## config.mk

```make
export PLATFORM = sky130hd
export DESIGN_NAME = id_operand_sb
export DESIGN_NICKNAME = d
export VERILOG_FILES = /design/src/rtl/id_operand_sb.sv
export SDC_FILE = /design/constraint.sdc
export NUM_CORES = 1
export LEC_CHECK = 0
export BUFFER_PORTS_ARGS = -buffer_cell sky130_fd_sc_hd__clkbuf_2
export CAP_MARGIN = 20
export CORE_UTILIZATION = 44
export CTS_CLUSTER_DIAMETER = 80
export CTS_CLUSTER_SIZE = 10
export DETAILED_ROUTE_END_ITERATION = 8
export MAX_ROUTING_LAYER = met4
export PLACE_DENSITY = 0.65
export RECOVER_POWER = 100
export SLEW_MARGIN = 20
export SYNTH_ARGS = -nofsm -noshare
export SYNTH_HDL_FRONTEND = slang
export SYNTH_SLANG_ARGS = --single-unit
```

## constraint.sdc

```tcl
create_clock -name clk -period 10.45 [get_ports clk]
set_input_delay 1.5675 -clock clk [delete_from_list [all_inputs] [get_ports clk]]
set_output_delay 1.5675 -clock clk [all_outputs]
set_load 0.02 [all_outputs]
```

## src/rtl/id_operand_sb.sv

```systemverilog
// Decode-stage operand resolution and hazard detection.
// Picks imm / forwarded / regfile operands and tracks long-latency writers.
module id_operand_sb #(
   parameter int DATA_W = 32,
   parameter int REG_AW = 5,
   parameter int FWD_N  = 2,
   parameter int LAT_W  = 6
) (
   input  logic                      clk,
   input  logic                      rst,
   input  logic                      rd1_en,
   input  logic                      rd2_en,
   input  logic [REG_AW-1:0]         rd1_addr,
   input  logic [REG_AW-1:0]         rd2_addr,
   input  logic [DATA_W-1:0]         rf_data1,
   input  logic [DATA_W-1:0]         rf_data2,
   input  logic [DATA_W-1:0]         imm,
   input  logic [FWD_N-1:0]          fwd_we,
   input  logic [FWD_N-1:0]          fwd_rdy,
   input  logic [FWD_N*REG_AW-1:0]   fwd_addr,
   input  logic [FWD_N*DATA_W-1:0]   fwd_data,
   input  logic                      issue_valid,
   input  logic                      issue_wreg,
   input  logic                      issue_long,
   input  logic [REG_AW-1:0]         issue_wd,
   input  logic [LAT_W-1:0]          issue_lat,
   input  logic                      stall_in,
   output logic [DATA_W-1:0]         op1,
   output logic [DATA_W-1:0]         op2,
   output logic                      stall_req,
   output logic                      sb_busy
);

   localparam int NREG = 2 ** REG_AW;

   logic [LAT_W-1:0]             cnt [NREG];
   logic [NREG-1:0]              pend;

   logic [1:0]                   en;
   logic [1:0][REG_AW-1:0]       addr;
   logic [1:0][DATA_W-1:0]       rf;
   logic [1:0][DATA_W-1:0]       op;
   logic [1:0][DATA_W-1:0]       fdata;
   logic [1:0]                   hit;
   logic [1:0]                   rdy;
   logic [1:0]                   hazard;
   logic                         waw;
   logic                         accept;
   logic                         sb_load;

   assign en   = {rd2_en, rd1_en};
   assign addr = {rd2_addr, rd1_addr};
   assign rf   = {rf_data2, rf_data1};

   // A register is pending while its countdown is nonzero.
   always_comb begin
      pend = '0;
      for (int r = 0; r < NREG; r++) begin
         pend[r] = (cnt[r] != '0);
      end
   end

   // Find the youngest matching forward source per operand and pick the operand.
   always_comb begin
      hit   = '0;
      rdy   = '1;
      fdata = '0;
      op    = '0;
      for (int k = 0; k < 2; k++) begin
         for (int i = FWD_N - 1; i >= 0; i--) begin
            if (fwd_we[i] && (fwd_addr[i*REG_AW +: REG_AW] == addr[k])) begin
               hit[k]   = 1'b1;
               rdy[k]   = fwd_rdy[i];
               fdata[k] = fwd_data[i*DATA_W +: DATA_W];
            end
         end
         if (rst) begin
            op[k] = '0;
         end else if (!en[k]) begin
            op[k] = imm;
         end else if (addr[k] == '0) begin
            op[k] = '0;
         end else if (hit[k]) begin
            op[k] = fdata[k];
         end else begin
            op[k] = rf[k];
         end
      end
   end

   assign op1 = op[0];
   assign op2 = op[1];

   // Hazard terms: pending long write, unready forward, or write-after-write.
   always_comb begin
      hazard = '0;
      for (int k = 0; k < 2; k++) begin
         hazard[k] = en[k] && (addr[k] != '0) &&
                     (pend[addr[k]] || (hit[k] && !rdy[k]));
      end
   end

   assign waw       = issue_wreg && (issue_wd != '0) && pend[issue_wd];
   assign stall_req = !rst && issue_valid && ((|hazard) || waw);
   assign accept    = issue_valid && !stall_req && !stall_in;
   assign sb_load   = accept && issue_wreg && issue_long &&
                      (issue_wd != '0) && (issue_lat != '0);
   assign sb_busy   = |pend;

   // Countdown scoreboard; a new long issue overrides the decrement.
   always_ff @(posedge clk) begin
      if (rst) begin
         for (int r = 0; r < NREG; r++) begin
            cnt[r] <= '0;
         end
      end else begin
         cnt[0] <= '0;
         for (int r = 1; r < NREG; r++) begin
            if (sb_load && (issue_wd == REG_AW'(r))) begin
               cnt[r] <= issue_lat;
            end else if (cnt[r] != '0) begin
               cnt[r] <= cnt[r] - LAT_W'(1);
            end
         end
      end
   end

endmodule

```

# --- Word-level counts from Yosys, hierarchy flattened ---
# Memories as Yosys holds them, arrays and structs flattened.
# Index checks and enable logic that the tools add are counted.
word_totals:
  wordCells: 541
  n_memories: 1
  regBits: 0
  ram_bits: 192
op_classes:
  reduce_logical: 99
  order_cmp: 3
  n_eq_ne: 35
  addsub: 31
  n_mux: 309
  bitwise_logic: 63
mem_list:
  columns: ["memory", "words", "width", "read_ports", "rd_ports_with_merged_regs", "write_ports", "line_no", "rtl"]
  rows:
  - ["cnt", 32, 6, 32, 0, 32, "36", "logic [LAT_W-1:0] cnt [NREG];"]
ops:
  columns: ["op", "count"]
  rows:
  - ["$mux W32", 12]
  - ["$mux W6", 63]
  - ["$mux W1", 231]
  - ["$reduce_bool A6 Y1", 33]
  - ["$sub A6 B1 Y6 const B", 31]
  - ["$eq A5 B5 Y1 const B", 16]
  - ["$or A1 B1 Y1", 63]
  - ["$logic_and A1 B1 Y1", 51]
  - ["$eq A5 B4 Y1 const B", 8]
  - ["$reduce_or A32 Y1", 1]
  - ["$eq A5 B3 Y1 const B", 4]
  - ["$eq A5 B5 Y1", 4]
  - ["$lt A5 B6 Y1 const B", 3]
  - ["$bmux W1 S5", 3]
  - ["$reduce_bool A5 Y1", 3]
  - ["$eq A5 B2 Y1 const B", 2]
  - ["$logic_not A5 Y1", 2]
  - ["$eq A5 B1 Y1 const B", 1]
  - ["$logic_not A1 Y1", 5]
  - ["$logic_or A1 B1 Y1", 3]
  - ["$reduce_or A2 Y1", 1]

# --- Longest topological paths before layout ---
depth:
  depth_word: 24
  mapped_depth: 14
  ltp_nobuf: 11

# --- Worst setup path before layout ---
# No wires, ideal clock.
synth_path:
  path_kind: "input -> output"
  startpoint: "input port rd2_addr[4]"
  endpoint: "output port op2[10]"
  required_time_ns: 8.883
  slack_ns: 5.272
  path_stages: 10
  arrival_ns: 3.610
  path_buffers: 3
  path_cell_list: "clkbuf_1 > xor2_1 > nor4_1 > and3_1 > clkbuf_1 > buf_1 > mux2i_1 > nand2_1 > o211ai_1 > a21oi_1"
synth_between:
  elab_chain_len: 8
  elab_cells_between_ends: 13
  cone_classes: "2 x eq/ne; 8 x mux; 3 x reduce/logical"
synth_lines:
  columns: ["element", "line_no", "rtl"]
  rows:
  - ["start, declared", "14", "input logic [REG_AW-1:0] rd2_addr,"]
  - ["$eq A5 B5 Y1", "71", "if (fwd_we[i] && (fwd_addr[i*REG_AW +: REG_AW] == addr[k])) begin"]
  - ["$logic_and A1 B1 Y1", "71", null]
  - ["$mux W32 or $mux W1 (tied branches) (2 in a row)", "71", null]
  - ["$mux W32", "83", "end else if (hit[k]) begin"]
  - ["$mux W32 *", "81", "end else if (addr[k] == '0) begin"]
  - ["$mux W32 *", "79", "end else if (!en[k]) begin"]
  - ["$mux W32 *", "77", "if (rst) begin"]
  - ["end, declared", "29", "output logic [DATA_W-1:0] op2,"]
# Every way passes the cells marked *; elsewhere a longest branch is shown, timed or not.

# --- Worst setup path after layout ---
layout_path:
  startpoint: "input port rd1_addr[0]"
  endpoint: "output port stall_req"
layout_between:
  elab_chain_len: 11
  elab_cells_between_ends: 19
  cone_classes: "2 x eq/ne; 6 x mux; 11 x reduce/logical"
layout_lines:
  columns: ["element", "line_no", "rtl"]
  rows:
  - ["start, declared", "13", "input logic [REG_AW-1:0] rd1_addr,"]
  - ["$eq A5 B5 Y1", "71", null]
  - ["$logic_and A1 B1 Y1", "71", null]
  - ["$mux W1 (2 in a row)", "71", null]
  - ["$logic_not A1 Y1", "99", "(pend[addr[k]] || (hit[k] && !rdy[k]));"]
  - ["$logic_and A1 B1 Y1", "99", null]
  - ["$logic_or A1 B1 Y1", "99", null]
  - ["$logic_and A1 B1 Y1 *", "98", "hazard[k] = en[k] && (addr[k] != '0) &&"]
  - ["$reduce_or A2 Y1 *", "104", "assign stall_req = !rst && issue_valid && ((|hazard) || waw);"]
  - ["$logic_or A1 B1 Y1 *", "104", null]
  - ["$logic_and A1 B1 Y1 *", "104", null]
  - ["end, declared", "30", "output logic stall_req,"]
# Every way passes the cells marked *; elsewhere a longest branch is shown, timed or not. The select of a mux whose other input is x is not followed.

==> results.json <==
{
  "status": "finished, violations left",
  "violations": "max-capacitance violations, max-slew violations",
  "die-height_um": 185,
  "synthTopCellsByCount": "nand2_1 (191), edfxtp_1 (186), nor2_1 (147)",
  "cp_cell_sequence": "clkbuf_1 -> xor2_1 -> nor4_1 -> and3_1 -> nand4b_1 -> o211a_1 -> o211ai_1 -> nor4b_1 -> nor2_1 -> clkbuf_1",
  "yosys_warnings": 0,
  "synth-seq-cells": 186,
  "period_minus_slack_ps": 7510,
  "io_pins": 269,
  "maxSlewViolCount": 253,
  "drtAntennaViolNets": 0,
  "dp_hpwl_mm": 37.9,
  "top_register": "cnt",
  "fin_nets": 2093,
  "post_drt_wl_per_cell_um": 21.8,
  "grt_pass1_vias": 13414,
  "reg_top3": "cnt: 186 flops",
  "finalWirelength_mm": 50.7,
  "worstSetupEndpointType": "output pin",
  "async_flop_share": 0,
  "avgSynthCellArea_sq_um": 8.83,
  "cts_tree": "yes",
  "path_max_fanout": 33,
  "grt_overflow": 0,
  "dr.pass1.iters": 6,
  "rsz0062_at_grt": "false",
  "antenna_found_initial": 7,
  "post_cts_buffers": 0,
  "crit_family": "simple AND/OR/NAND/NOR gates",
  "drc_errors": 0,
  "fin_skew_ps": 14.7,
  "drt-initial-drc-count": 1383,
  "synth_cell_types": 78,
  "grt.total_usage": 0.303,
  "layout-drive-gt1-share": 0.139,
  "fin_util": 0.509,
  "synth-seq-area-share": 0.379,
  "finalSetupTns_ps": 0,
  "yosys.area.top_type_share": 0.379,
  "cts_resized": 0,
  "cellLeakagePower_nw": 6.26,
  "synthToLayoutAreaGrowth_pct": 13.0,
  "start_kind": "input pin",
  "start_util": 0.450,
  "critPathMaxStageDelay_ps": 1690,
  "holdCritPathClass": "reg -> reg",
  "postSynthCellCount": 1672,
  "clk-insertion-delay-late_ps": 450,
  "slowest_stage": "and3_1",
  "syn-num-nets": 1907,
  "hold_viol": 0,
  "clkTransAtPathRegs_ps": 70,
  "viasPerCell": 6.09,
  "synthTopCellsByArea": "edfxtp_1 (38%), mux2i_1 (5.6%), nand2_1 (4.9%)",
  "die_w_um": 185,
  "grt_pass1_wl_mm": 76.4,
  "worstMarginPinSlew_ps": 3490,
  "core_sq_um": 32800,
  "htreeDepth": 4,
  "worst-path-buf-inv": 2,
  "setup_viol": 0,
  "rows": 66,
  "cts_sinks": 186,
  "root_buffer": "clkbuf_16",
  "synth_edf_count": 186,
  "dr_total_vias": 14138,
  "synth_ff_type": "edfxtp_1",
  "cts_buffer_depth": 2,
  "largest_reg_flops": 186,
  "synth.most_common_cell": "nand2_1",
  "maxCapViolCount": 5,
  "grt_max_degree": 75,
  "crit_top_cell": "clkbuf_1",
  "worst-setup-path-type": "in -> out",
  "irDropWorstVdd_uv": 112,
  "io_buffers": 268,
  "critical_path_required_ps": 8880,
  "syn_area_sq_um": 14800,
  "dieArea_sq_um": 34300,
  "timing.final.crit_share": 0.719,
  "arrival_ps": 5940,
  "cts_buffers": 17,
  "postCtsHoldBufs": 0,
  "gp_congestion": 0.976,
  "synth_area_leader_cell": "edfxtp_1",
  "power_density_nw_per_um2": 246,
  "relSlewSlack": -1.33,
  "fmax_mhz": 133
}
routing by layer:
layer	global-route usage	vias to the layer above	wire, um
met4	0.161	0	2540
met3	0.0440	102	4010
met1	0.379	6730	20600
li1	-	6570	-
met5	-	-	0
met2	0.476	736	23600
metrics by stage:
step | cells | area, sq um | hold WS, ps | setup slack (ps) | power, mW
after floorplan | 1672 | 14800 | 569 | 5270 | 2.93
after global placement | 2281 | 16300 | 596 | 4390 | 3.39
after detailed placement | 2281 | 16300 | 607 | 4360 | 3.43
after CTS | 2313 | 16900 | 618 | 4340 | 4.09
after global routing | 2320 | 16700 | 635 | 2570 | 4.37
final | 2321 | 16700 | 619 | 2940 | 4.10
logic make-up (layout without fill, tap and decap cells):
kind of cell             Yosys count  count (layout)  share of synthesized area
adder cells (fa/ha/maj)           32              32                     0.0271
XOR/XNOR                         134             134                     0.0795
multiplexers                      84              84                     0.0571
AND/OR/NAND/NOR                  644             644                      0.222
other                              0               8                          0
flip-flops                       186             186                      0.379
AO/OA/AOI/OAI                    405             405                      0.185
buffers and inverters            187             386                     0.0508
cell type report:
class | instances | area [sq um]
clock inverter | 15 | 164
fill | 3143 | 16100
timing repair buffer | 279 | 1330
antenna | 8 | 20.0
tap | 442 | 553
inverter | 75 | 282
clock buffer | 17 | 425
multi-input combinational | 1299 | 8320
sequential | 186 | 5590
placed cells by master (no fill, tap or decap), types with 5 or more instances in the layout:
master,synthesis,final
a211oi_1,32,34
nor3b_1,26,26
nor3_1,62,62
nand4b_1,5,5
buf_4,1,8
or3_1,8,8
xor2_1,59,59
nor2_1,147,147
edfxtp_1,186,186
clkbuf_2,0,200
and2_0,2,5
nor2b_1,9,9
nand2_1,191,192
o32ai_1,8,8
clkbuf_16,0,17
mux2i_1,83,83
diode_2,0,8
inv_1,75,75
o21ai_0,42,42
or4_1,6,6
o211ai_1,84,84
nor4_1,13,13
o22ai_1,67,67
or3b_1,8,8
o31ai_1,17,17
clkbuf_1,78,71
and2_1,11,8
xnor2_1,75,75
a31oi_1,7,7
a21oi_1,87,87
o21ai_1,9,9
nand2b_1,74,74
nand4_1,10,13
ha_1,32,32
nand3_1,39,43
o2111ai_1,5,5
a311oi_1,8,8
power by group:
group          total, mW  internal (mW)  switching (mW)
Sequential          1.54           1.29           0.249
Clock              0.651          0.320           0.331
Combinational       1.91          0.778            1.13
Total               4.10           2.39            1.71
final timing paths:
path               startpoint         end  slack, ps  depth (start not counted)
setup / recovery  rd1_addr[0]   stall_req       2940                         10
setup reg to reg   cnt[1][84]  cnt[0][78]       5590                         12
hold / removal     cnt[0][60]  cnt[0][60]        620                          1
hold reg to reg    cnt[0][60]  cnt[0][60]        620                          1
No activity file was read; power rests on OpenSTA's default activity.
